[src/rtl/adder_pkg.sv]
// Purpose: shared constants, types and helpers for the pipelined chunk adder.
// Latency: n/a (package only).
// Backpressure: n/a (package only).
package adder_pkg;

  // Default number of bits resolved per pipeline stage.
  localparam int CHUNK_DEF = 8;

  // One carry-chain slice at the default chunk size.
  typedef logic [CHUNK_DEF-1:0] chunk_t;

  // Number of pipeline stages needed to cover a WIDTH-bit add in CHUNK-bit slices.
  function automatic int calc_stages(input int width, input int chunk);
    return width / chunk;
  endfunction

endpackage

[src/rtl/adder_chunk_stage.sv]
// Purpose: one registered stage of the chunked adder; resolves chunk K and shifts operands/partial sum.
// Latency: 1 cycle from stage input to stage output when adv_i is high.
// Backpressure: holds all state while adv_i is low; bubbles shift like valid beats.
module adder_chunk_stage
  import adder_pkg::*;
#(
  parameter int WIDTH = 32,
  parameter int CHUNK = CHUNK_DEF,
  parameter int K     = 0
) (
  input  logic             clk,
  input  logic             rst_n,
  input  logic             adv_i,
  input  logic             vld_i,
  input  logic             cy_i,
  input  logic [WIDTH-1:0] a_i,
  input  logic [WIDTH-1:0] b_i,
  input  logic [WIDTH-1:0] sum_i,
  output logic             vld_o,
  output logic             cy_o,
  output logic [WIDTH-1:0] a_o,
  output logic [WIDTH-1:0] b_o,
  output logic [WIDTH-1:0] sum_o
);

  // Bit offset of the slice this stage resolves.
  localparam int LO = K * CHUNK;

  logic [CHUNK:0]   add_w;
  logic             vld_d, cy_d;
  logic [WIDTH-1:0] sum_d;
  logic             vld_q, cy_q;
  logic [WIDTH-1:0] a_q, b_q, sum_q;

  // Add this stage's slice plus the incoming carry and splice it into the partial sum.
  always_comb begin
    add_w = {1'b0, a_i[LO +: CHUNK]} + {1'b0, b_i[LO +: CHUNK]} + {{CHUNK{1'b0}}, cy_i};
    sum_d = sum_i;
    sum_d[LO +: CHUNK] = add_w[CHUNK-1:0];
    cy_d  = add_w[CHUNK];
    vld_d = vld_i;
  end

  // Stage register: cleared asynchronously, advances only with the global pipeline.
  // Operand chunks already consumed become dead bits and are trimmed by synthesis.
  always_ff @(posedge clk or negedge rst_n) begin
    if (!rst_n) begin
      vld_q <= 1'b0;
      cy_q  <= 1'b0;
      a_q   <= '0;
      b_q   <= '0;
      sum_q <= '0;
    end else if (adv_i) begin
      vld_q <= vld_d;
      cy_q  <= cy_d;
      a_q   <= a_i;
      b_q   <= b_i;
      sum_q <= sum_d;
    end
  end

  assign vld_o = vld_q;
  assign cy_o  = cy_q;
  assign a_o   = a_q;
  assign b_o   = b_q;
  assign sum_o = sum_q;

endmodule

[src/rtl/pipelined_chunk_adder.sv]
// Purpose: WIDTH-bit a+b+cin on valid/ready streams, carry chain split into CHUNK-bit pipeline stages.
// Latency: WIDTH/CHUNK cycles from accept to registered result; one add per cycle sustained.
// Backpressure: whole pipeline stalls when the result is held; in_ready = (!out_valid || out_ready) && rst_n.
// Optional: define ADDER_OVF_EN to add the signed-overflow output ovf and its sign-bit pipeline.
module pipelined_chunk_adder
  import adder_pkg::*;
#(
  parameter int WIDTH = 32,
  parameter int CHUNK = CHUNK_DEF
) (
  input  logic             clk,
  input  logic             rst_n,
  input  logic             in_valid,
  output logic             in_ready,
  input  logic [WIDTH-1:0] a,
  input  logic [WIDTH-1:0] b,
  input  logic             cin,
  output logic             out_valid,
  input  logic             out_ready,
  output logic [WIDTH-1:0] sum,
  output logic             cout
`ifdef ADDER_OVF_EN
  ,
  output logic             ovf
`endif
);

  localparam int STAGES = calc_stages(WIDTH, CHUNK);

  // Refuse to elaborate a width that does not split into whole chunks.
  if (CHUNK <= 0 || WIDTH <= 0 || (WIDTH % CHUNK) != 0) begin : g_bad_cfg
    $error("pipelined_chunk_adder: WIDTH must be a positive multiple of CHUNK");
  end

  // Stage boundary signals; index 0 is the input port, index STAGES the final register.
  logic             vld_p [STAGES+1];
  logic             cy_p  [STAGES+1];
  logic [WIDTH-1:0] a_p   [STAGES+1];
  logic [WIDTH-1:0] b_p   [STAGES+1];
  logic [WIDTH-1:0] sum_p [STAGES+1];
  logic             adv;

  assign vld_p[0] = in_valid;
  assign cy_p[0]  = cin;
  assign a_p[0]   = a;
  assign b_p[0]   = b;
  assign sum_p[0] = '0;

  for (genvar k = 0; k < STAGES; k++) begin : g_stage
    adder_chunk_stage #(
      .WIDTH (WIDTH),
      .CHUNK (CHUNK),
      .K     (k)
    ) u_stage (
      .clk   (clk),
      .rst_n (rst_n),
      .adv_i (adv),
      .vld_i (vld_p[k]),
      .cy_i  (cy_p[k]),
      .a_i   (a_p[k]),
      .b_i   (b_p[k]),
      .sum_i (sum_p[k]),
      .vld_o (vld_p[k+1]),
      .cy_o  (cy_p[k+1]),
      .a_o   (a_p[k+1]),
      .b_o   (b_p[k+1]),
      .sum_o (sum_p[k+1])
    );
  end

  // Single global advance: the pipeline moves whenever the output slot is free or being drained.
  assign adv       = !vld_p[STAGES] || out_ready;
  assign in_ready  = adv && rst_n;
  assign out_valid = vld_p[STAGES];
  assign sum       = sum_p[STAGES];
  assign cout      = cy_p[STAGES];

`ifdef ADDER_OVF_EN
  logic sa_q [STAGES];
  logic sb_q [STAGES];

  // Carry the operand sign bits alongside each beat so the final stage can judge overflow.
  always_ff @(posedge clk or negedge rst_n) begin
    if (!rst_n) begin
      for (int i = 0; i < STAGES; i++) begin
        sa_q[i] <= 1'b0;
        sb_q[i] <= 1'b0;
      end
    end else if (adv) begin
      sa_q[0] <= a[WIDTH-1];
      sb_q[0] <= b[WIDTH-1];
      for (int i = 1; i < STAGES; i++) begin
        sa_q[i] <= sa_q[i-1];
        sb_q[i] <= sb_q[i-1];
      end
    end
  end

  // Overflow: like-signed operands whose sum flips sign; depends only on final-stage registers.
  assign ovf = (sa_q[STAGES-1] == sb_q[STAGES-1]) && (sum[WIDTH-1] != sa_q[STAGES-1]);
`endif

endmodule

[config.mk]
export PLATFORM = sky130hd
export DESIGN_NAME = pipelined_chunk_adder
export DESIGN_NICKNAME = d
export VERILOG_FILES = /design/src/rtl/adder_pkg.sv /design/src/rtl/adder_chunk_stage.sv /design/src/rtl/pipelined_chunk_adder.sv
export SDC_FILE = /design/constraint.sdc
export NUM_CORES = 1
export LEC_CHECK = 0
export CAP_MARGIN = 0
export CELL_PAD_IN_SITES_DETAIL_PLACEMENT = 1
export CELL_PAD_IN_SITES_GLOBAL_PLACEMENT = 1
export CORE_MARGIN = 4
export CORE_UTILIZATION = 38
export CTS_BUF_LIST = sky130_fd_sc_hd__clkbuf_16
export DETAILED_ROUTE_END_ITERATION = 12
export HOLD_SLACK_MARGIN = 0.03
export PLACE_DENSITY_LB_ADDON = 0.1
export RECOVER_POWER = 100
export SLEW_MARGIN = 20
export SYNTH_ARGS = -nofsm -noshare
export SYNTH_HDL_FRONTEND = slang
export SYNTH_SLANG_ARGS = --single-unit
export TNS_END_PERCENT = 30
[constraint.sdc]
create_clock -name clk -period 2.1 [get_ports clk]
set_input_delay 0.525 -clock clk [delete_from_list [all_inputs] [get_ports clk]]
set_output_delay 0.525 -clock clk [all_outputs]
set_load 0.03 [all_outputs]
==> results of run 1 <==
critical path, cell delays in order (launching register included):
cell	delay, ns
dfrtp_1	0.41
fa_2	0.43
inv_2	0.07
fa_2	0.22
nor2b_4	0.05
o31a_1	0.26
o311a_1	0.32
a211oi_2	0.20
a21o_1	0.10
state kept, by name, indices dropped and copies added (netlist names):
signal / count
g_stage.u_stage.a_o: 48
g_stage.u_stage.sum_o: 80
g_stage.u_stage.b_o: 48
g_stage.u_stage.cy_o: 4
g_stage.u_stage.vld_o: 4
placed cells by master (no fill, tap or decap), drive strengths merged, types with 2 or more instances in the layout:
| cell | n |
|---|---|
| bufinv | 3 |
| dlygate4sd2 | 2 |
| or3 | 3 |
| clkbuf | 28 |
| nor2 | 13 |
| dlygate4sd3 | 5 |
| ha | 28 |
| nor3 | 11 |
| fa | 8 |
| a21o | 6 |
| xnor2 | 4 |
| buf | 28 |
| nor2b | 4 |
| o211ai | 5 |
| inv | 13 |
| o21bai | 3 |
| a21oi | 16 |
| clkdlybuf4s50 | 94 |
| xor2 | 12 |
| nand2b | 4 |
| nand2 | 484 |
| a211oi | 10 |
| o21ai | 41 |
| clkinv | 8 |
| a31oi | 5 |
| dfrtp | 184 |
timing repair:
action	in CTS	in global routing
pin swaps	11	11
gates resized for setup	19	10
hold endpoints to repair	5	0
setup buffers	4	1
hold buffers	1	0
setup endpoints to repair	11	14
stage by stage:
| stage | total power, W | hold slack (ns) | worst slack (ns) | setup TNS (ns) |
|---|---|---|---|---|
| finish | 0.0156 | 0.459 | -0.0154 | -0.0234 |
| global route | 0.0170 | 0.486 | -0.0988 | -0.605 |
| CTS | 0.0159 | 0.140 | -0.0500 | -0.119 |
| floorplan | 0.0100 | 0.229 | -0.00231 | -0.00231 |
| detailed placement | 0.0123 | 0.373 | -0.584 | -3.03 |
| global placement | 0.0121 | 0.373 | -0.535 | -2.54 |
final cells by class:
type                            instances  area [sq um]  share of cell area, %
Sequential cell                       184          4600                   45.2
Multi-Input combinational cell        664          3300                   32.4
Timing Repair Buffer                  141          1310                   12.9
Clock buffer                           17           425                   4.18
Tap cell                              270           338                   3.32
Clock inverter                         15           174                   1.71
Inverter                                9          33.8                  0.332
cell families (layout without fill, tap and decap cells):
| group | count (synthesis) | after routing | synth area share [%] |
|---|---|---|---|
| compound gates | 90 | 90 | 6.63 |
| xor+xnor | 16 | 16 | 1.75 |
| fa+ha+maj | 36 | 36 | 6.36 |
| buf+inv | 50 | 182 | 2.77 |
| flops | 184 | 184 | 57.4 |
| simple gates | 522 | 522 | 25.1 |
routing by layer:
layer | vias to the layer above | share of wire (%) | global-route usage [%]
met1 | 2941 | 47 | 21.6
met2 | 72 | 49 | 27.0
li1 | 3074 | - | -
met3 | 13 | 2.7 | 2.46
met4 | 0 | 1.2 | 4.54
met5 | - | 0 | 0
power by group through the flow:
stage	Combinational [W]	Sequential, W	Clock (W)
global route	0.00725	0.00616	0.00354
global placement	0.00613	0.00595	0
finish	0.00634	0.00593	0.00329
CTS	0.00649	0.00598	0.00339
floorplan	0.00356	0.00644	0
detailed placement	0.00630	0.00602	0
worst min path at each step:
stage                                               to  slack [ns]  cells after the start
3_5_place_dp   g_stage[3].u_stage.sum_o[0]$_DFFE_PN0N_        0.37                      1
2_1_floorplan   g_stage[0].u_stage.a_o[10]$_DFFE_PN0N_        0.23                      0
4_1_cts        g_stage[2].u_stage.sum_o[9]$_DFFE_PN0N_        0.14                      2
5_1_grt         g_stage[0].u_stage.a_o[31]$_DFFE_PN0N_        0.49                      2
6_report       g_stage[3].u_stage.sum_o[8]$_DFFE_PN0N_        0.46                      2
3_3_place_gp   g_stage[3].u_stage.sum_o[0]$_DFFE_PN0N_        0.37                      1
==> run metrics, run 1 <==
Slew headroom between 10% and 20%; Synth cell types 30; routed len/inst 13.9 um; CTS tree yes; First-pass DRT Iterations 4; Non-Filler Instances approximately 1,300; cell area power density 1530 mW/mm^2; TritonCTS buffer count 17; Root Driver clkbuf_16; vias per cell about 4.7; R2R Path Start g_stage[0].u_stage.cy_o$_DFFE_PN0N_; dominant synthesized flop cell dfrtp_1; crit path capture type flip-flop; outcome complete, but fails checks; Comb power frac around two fifths; CP Max Fanout 2; Overflow after GRT 0; Final Hold Fails 0; vias in the first global route about 6,500; maximum clock path buffer count 2; Sink Count about 180; syn_area_per_cell 8.94 sq um; critical path required time around 2.5 ns; synth warn 0; placed insts approximately 1,300; crit path DAT between 2 and 2.5 ns; clock transition at the registers of the reported paths around 0.070 ns; reg2reg end g_stage[1].u_stage.sum_o[14]$_DFFE_PN0N_; layout cells sized above 1 under 10%; Die Y about 150 um; DRC 0; IO Port Bufs 103; Worst setup SP type flip-flop; fin area 0.0102 sq mm; clock share of power a little over a fifth; Post-Route WL 18,100 um; final setup violation count 2; Max Cap Viol 0; sequential area share after synthesis between 50% and 60%; failing checks setup timing; antenna cells 0; final worst path period share 101%; count leader, synth nand2_1; Sw Share a little under two fifths; DP HPWL between 10,000 and 15,000 um; Worst setup startpoint g_stage[0].u_stage.cy_o$_DFFE_PN0N_; initial antenna violation count 0; sw power slightly below 0.006 W; power share of the sequential group a little under two fifths; Post-synth EDFFs 0; final core occ between 40% and 50%; gr usage total 16.0%; Worst VDD drop about 0.66 mV; Final Skew about 0.01 ns; area of the mapped netlist 0.00803 sq mm; Layout fillers ~2,400; top cells by area, synth dfrtp_1, nand2_1, ha_1, o21ai_0, fa_1; die area ~0.024 sq mm; min-delay src g_stage[3].u_stage.sum_o[8]$_DFFE_PN0N_; Die W about 150 um; Vias roughly 6,000; Clock Latency Late Sink approximately 0.42 ns; measured slew at the worst slew-check pin 1.31 ns; Syn-to-layout area delta 26.8%; Rows 52; DRT iter0 DRCs 177; setup ws final -0.0154 ns; RSZ-0062 raised after global routing yes; reg2reg setup slack -0.02 ns; post-synth top area cell dfrtp_1; Starting Density 39.2%; FF-to-FF path depth 8; Pint between 0.009 and 0.01 W; # nets final 1,122; Ports 104; CP Class flip-flop to flip-flop; Placer Congestion 0.753; H-tree depth 4; first-pass GRT wire length between 30,000 and 40,000 um; leakage about 5.1 nW; syn_nets roughly 1,000; top post-synthesis cells by count nand2_1, dfrtp_1, o21ai_0, buf_2, ha_1; Max Clk Rate 473 MHz; core area around 0.020 sq mm; Yosys reg bits between 150 and 200; Routed Antenna Nets 0; Worst Setup EP g_stage[1].u_stage.sum_o[14]$_DFFE_PN0N_; Hold Crit Class flip-flop to flip-flop; fin crit period 2.12 ns; FFs w/ async S/R, synth 100%; Placed Area 0.00956 sq mm; post-synth top area share between 50 and 60%; Cells after Synth about 900; Slew Viols, Final 0; largest net degree at the start of global routing 96
Note: power is estimated with default switching activity, not from simulation.
==> run 2, diff against run 1 <==
Settings changed: SKIP_LAST_GASP from default to 1.
==> run metrics, run 2 (same netlist as run 1, synthesis figures left out) <==
leakage 5.10 nW (+0.21%); die area 0.0235 sq mm (unchanged); reg2reg end g_stage[1].u_stage.cy_o$_DFFE_PN0N_; Non-Filler Instances 1,301 (+0.077%); Worst VDD drop 0.651 mV (-0.66%); final setup violation count 3 (+1); antenna cells 0 (unchanged); Slew headroom 12.0% (-0.56 points); CP delay by family, top buffers and inverters; clock transition at the registers of the reported paths 0.07 ns (about the same); Worst path depth 4 (-4); failing checks setup timing; placed insts 1,262 (unchanged); # nets final 1,123 (+0.089%); Vias 6,081 (-0.31%); layout cells sized above 1 8.44% (about the same); critical path required time 1.57 ns (-0.89 ns); maximum clock path buffer count 2 (unchanged); final worst path period share 101% (+0.75 points); setup ws final -0.0312 ns (-0.0158 ns); crit path DAT 1.61 ns (-0.86 ns); vias in the first global route 6,457 (+0.015%); routed len/inst 13.8 um (-0.81%); first-pass GRT wire length 31,600 um (-0.11%); Worst Hold Depth 2 (unchanged); CP Max Fanout 5 (+3); Die W 153 um (unchanged); CTS tree yes; Multi-input gate area 0.00328 sq mm (-0.61%); DRC 0 (unchanged); initial antenna violation count 0 (unchanged); vias per cell 4.67 (-0.39%); Die Y 153 um (unchanged); R2R Path Start g_stage[0].u_stage.cy_o$_DFFE_PN0N_; Root Driver clkbuf_16; Worst setup SP type input pin; Ports 104 (unchanged); FF-to-FF path depth 8 (unchanged); CP Class input pin to output port; Sink Count 184 (unchanged); Final Skew 0.00889 ns (-0.000936 ns); worst path cell trace dlygate4sd3_1 -> nand2b_4 -> and2_1 -> buf_4; most common cell after layout, fill and taps aside nand2_1; measured slew at the worst slew-check pin 1.32 ns (+0.00847 ns); Max Clk Rate 469 MHz (-0.74%); Overflow after GRT 0 (unchanged); crit path capture type output port; final core occ 49.7% (about the same); RSZ-0062 raised after global routing yes; Tot Pwr 0.0155 W (-0.38%); min-delay src g_stage[3].u_stage.sum_o[8]$_DFFE_PN0N_; slowest stage delay, CP 0.55 ns (+0.12 ns); Max Cap Viol 0 (unchanged); Post-Route WL 18,000 um (-0.73%); Starting Density 39.2% (unchanged); fin crit period 2.13 ns (+0.0158 ns); Setup WS pre-CTS -0.584 ns (unchanged); Final Hold Fails 0 (unchanged); H-tree depth 4 (unchanged); Layout fillers 2,405 (-0.042%); Largest register FFs 80 (unchanged); DRT iter0 DRCs 175 (-1.1%); Syn-to-layout area delta 26.9% (about the same); core area 0.0205 sq mm (unchanged); DP HPWL 12,300 um (unchanged); IO Port Bufs 103 (unchanged); gr usage total 16.0% (about the same); Hold Crit Class flip-flop to flip-flop; cell area power density 1520 mW/mm^2 (-0.43%); most frequent cells in the layout nand2_1, dfrtp_1, clkdlybuf4s50_1; TritonCTS buffer count 17 (unchanged); worst path bufs/invs 2 (+1); largest net degree at the start of global routing 96 (unchanged); Placer Congestion 0.753 (unchanged); Slew Viols, Final 0 (unchanged); outcome complete, but fails checks; Routed Antenna Nets 0 (unchanged); Rows 52 (unchanged); reg2reg setup slack -0.02 ns (about the same); Hold Path End g_stage[3].u_stage.sum_o[8]$_DFFE_PN0N_; First-pass DRT Iterations 4 (unchanged); CP max stage cell dlygate4sd3_1; Clock Latency Late Sink 0.42 ns (about the same); Sequential Area 0.00460 sq mm (unchanged)
run 2: worst min-delay path, delay by kind of cell (launching register included):
family           cells  cell delay [ns]
flip-flops           1             0.34
AND/OR/NAND/NOR      2             0.09
run 2: power breakdown:
| part | total (W) | internal [W] | switching, W |
|---|---|---|---|
| combinational | 0.00628 | 0.00266 | 0.00363 |
| sequential | 0.00593 | 0.00508 | 0.000847 |
| clock | 0.00329 | 0.00188 | 0.00141 |
| total | 0.0155 | 0.00962 | 0.00588 |
run 2: worst max path at each step:
stage / startpoint / to / slack [ns]
finish: out_ready / in_ready / -0.03
detailed placement: a[0] / g_stage[0].u_stage.sum_o[6]$_DFFE_PN0N_ / -0.58
global route: g_stage[0].u_stage.cy_o$_DFFE_PN0N_ / g_stage[1].u_stage.cy_o$_DFFE_PN0N_ / -0.11
floorplan: g_stage[2].u_stage.a_o[24]$_DFFE_PN0N_ / g_stage[3].u_stage.sum_o[30]$_DFFE_PN0N_ / -0.002
CTS: b[0] / g_stage[0].u_stage.sum_o[6]$_DFFE_PN0N_ / -0.07
global placement: a[0] / g_stage[0].u_stage.sum_o[6]$_DFFE_PN0N_ / -0.54
run 2: layer usage:
layer / vias up / global-route usage, % / routed length [um]
met5: - / 0 / 0
met4: 0 / 4.54 / 210
met3: 14 / 2.46 / 425
met2: 67 / 27.0 / 8890
met1: 2927 / 21.6 / 8440
li1: 3073 / - / -
run 2: area by class of cell:
cell class	instances	area share, %
repair buffers	142	13.1
well taps	270	3.32
flip-flops and latches	184	45.2
inverters	9	0.332
clock buffers	17	4.18
clock inverters	15	1.71
multi-input cells	664	32.2
run 2: what timing repair did:
action / in CTS / in global routing
pin swaps: 10 / 13
setup buffers: 4 / 2
endpoints found under the hold margin: 5 / 0
hold buffers: 1 / 0
setup endpoints to repair: 11 / 16
gates resized for setup: 16 / 7
run 2: through the flow:
stage	cell area, sq um	hold slack [ns]	TNS, ns
after CTS	10200	0.140	-0.300
after global placement	9560	0.373	-2.54
final	10200	0.459	-0.0687
after global routing	10200	0.486	-0.896
after floorplan	8040	0.229	-0.00231
after detailed placement	9560	0.373	-3.03
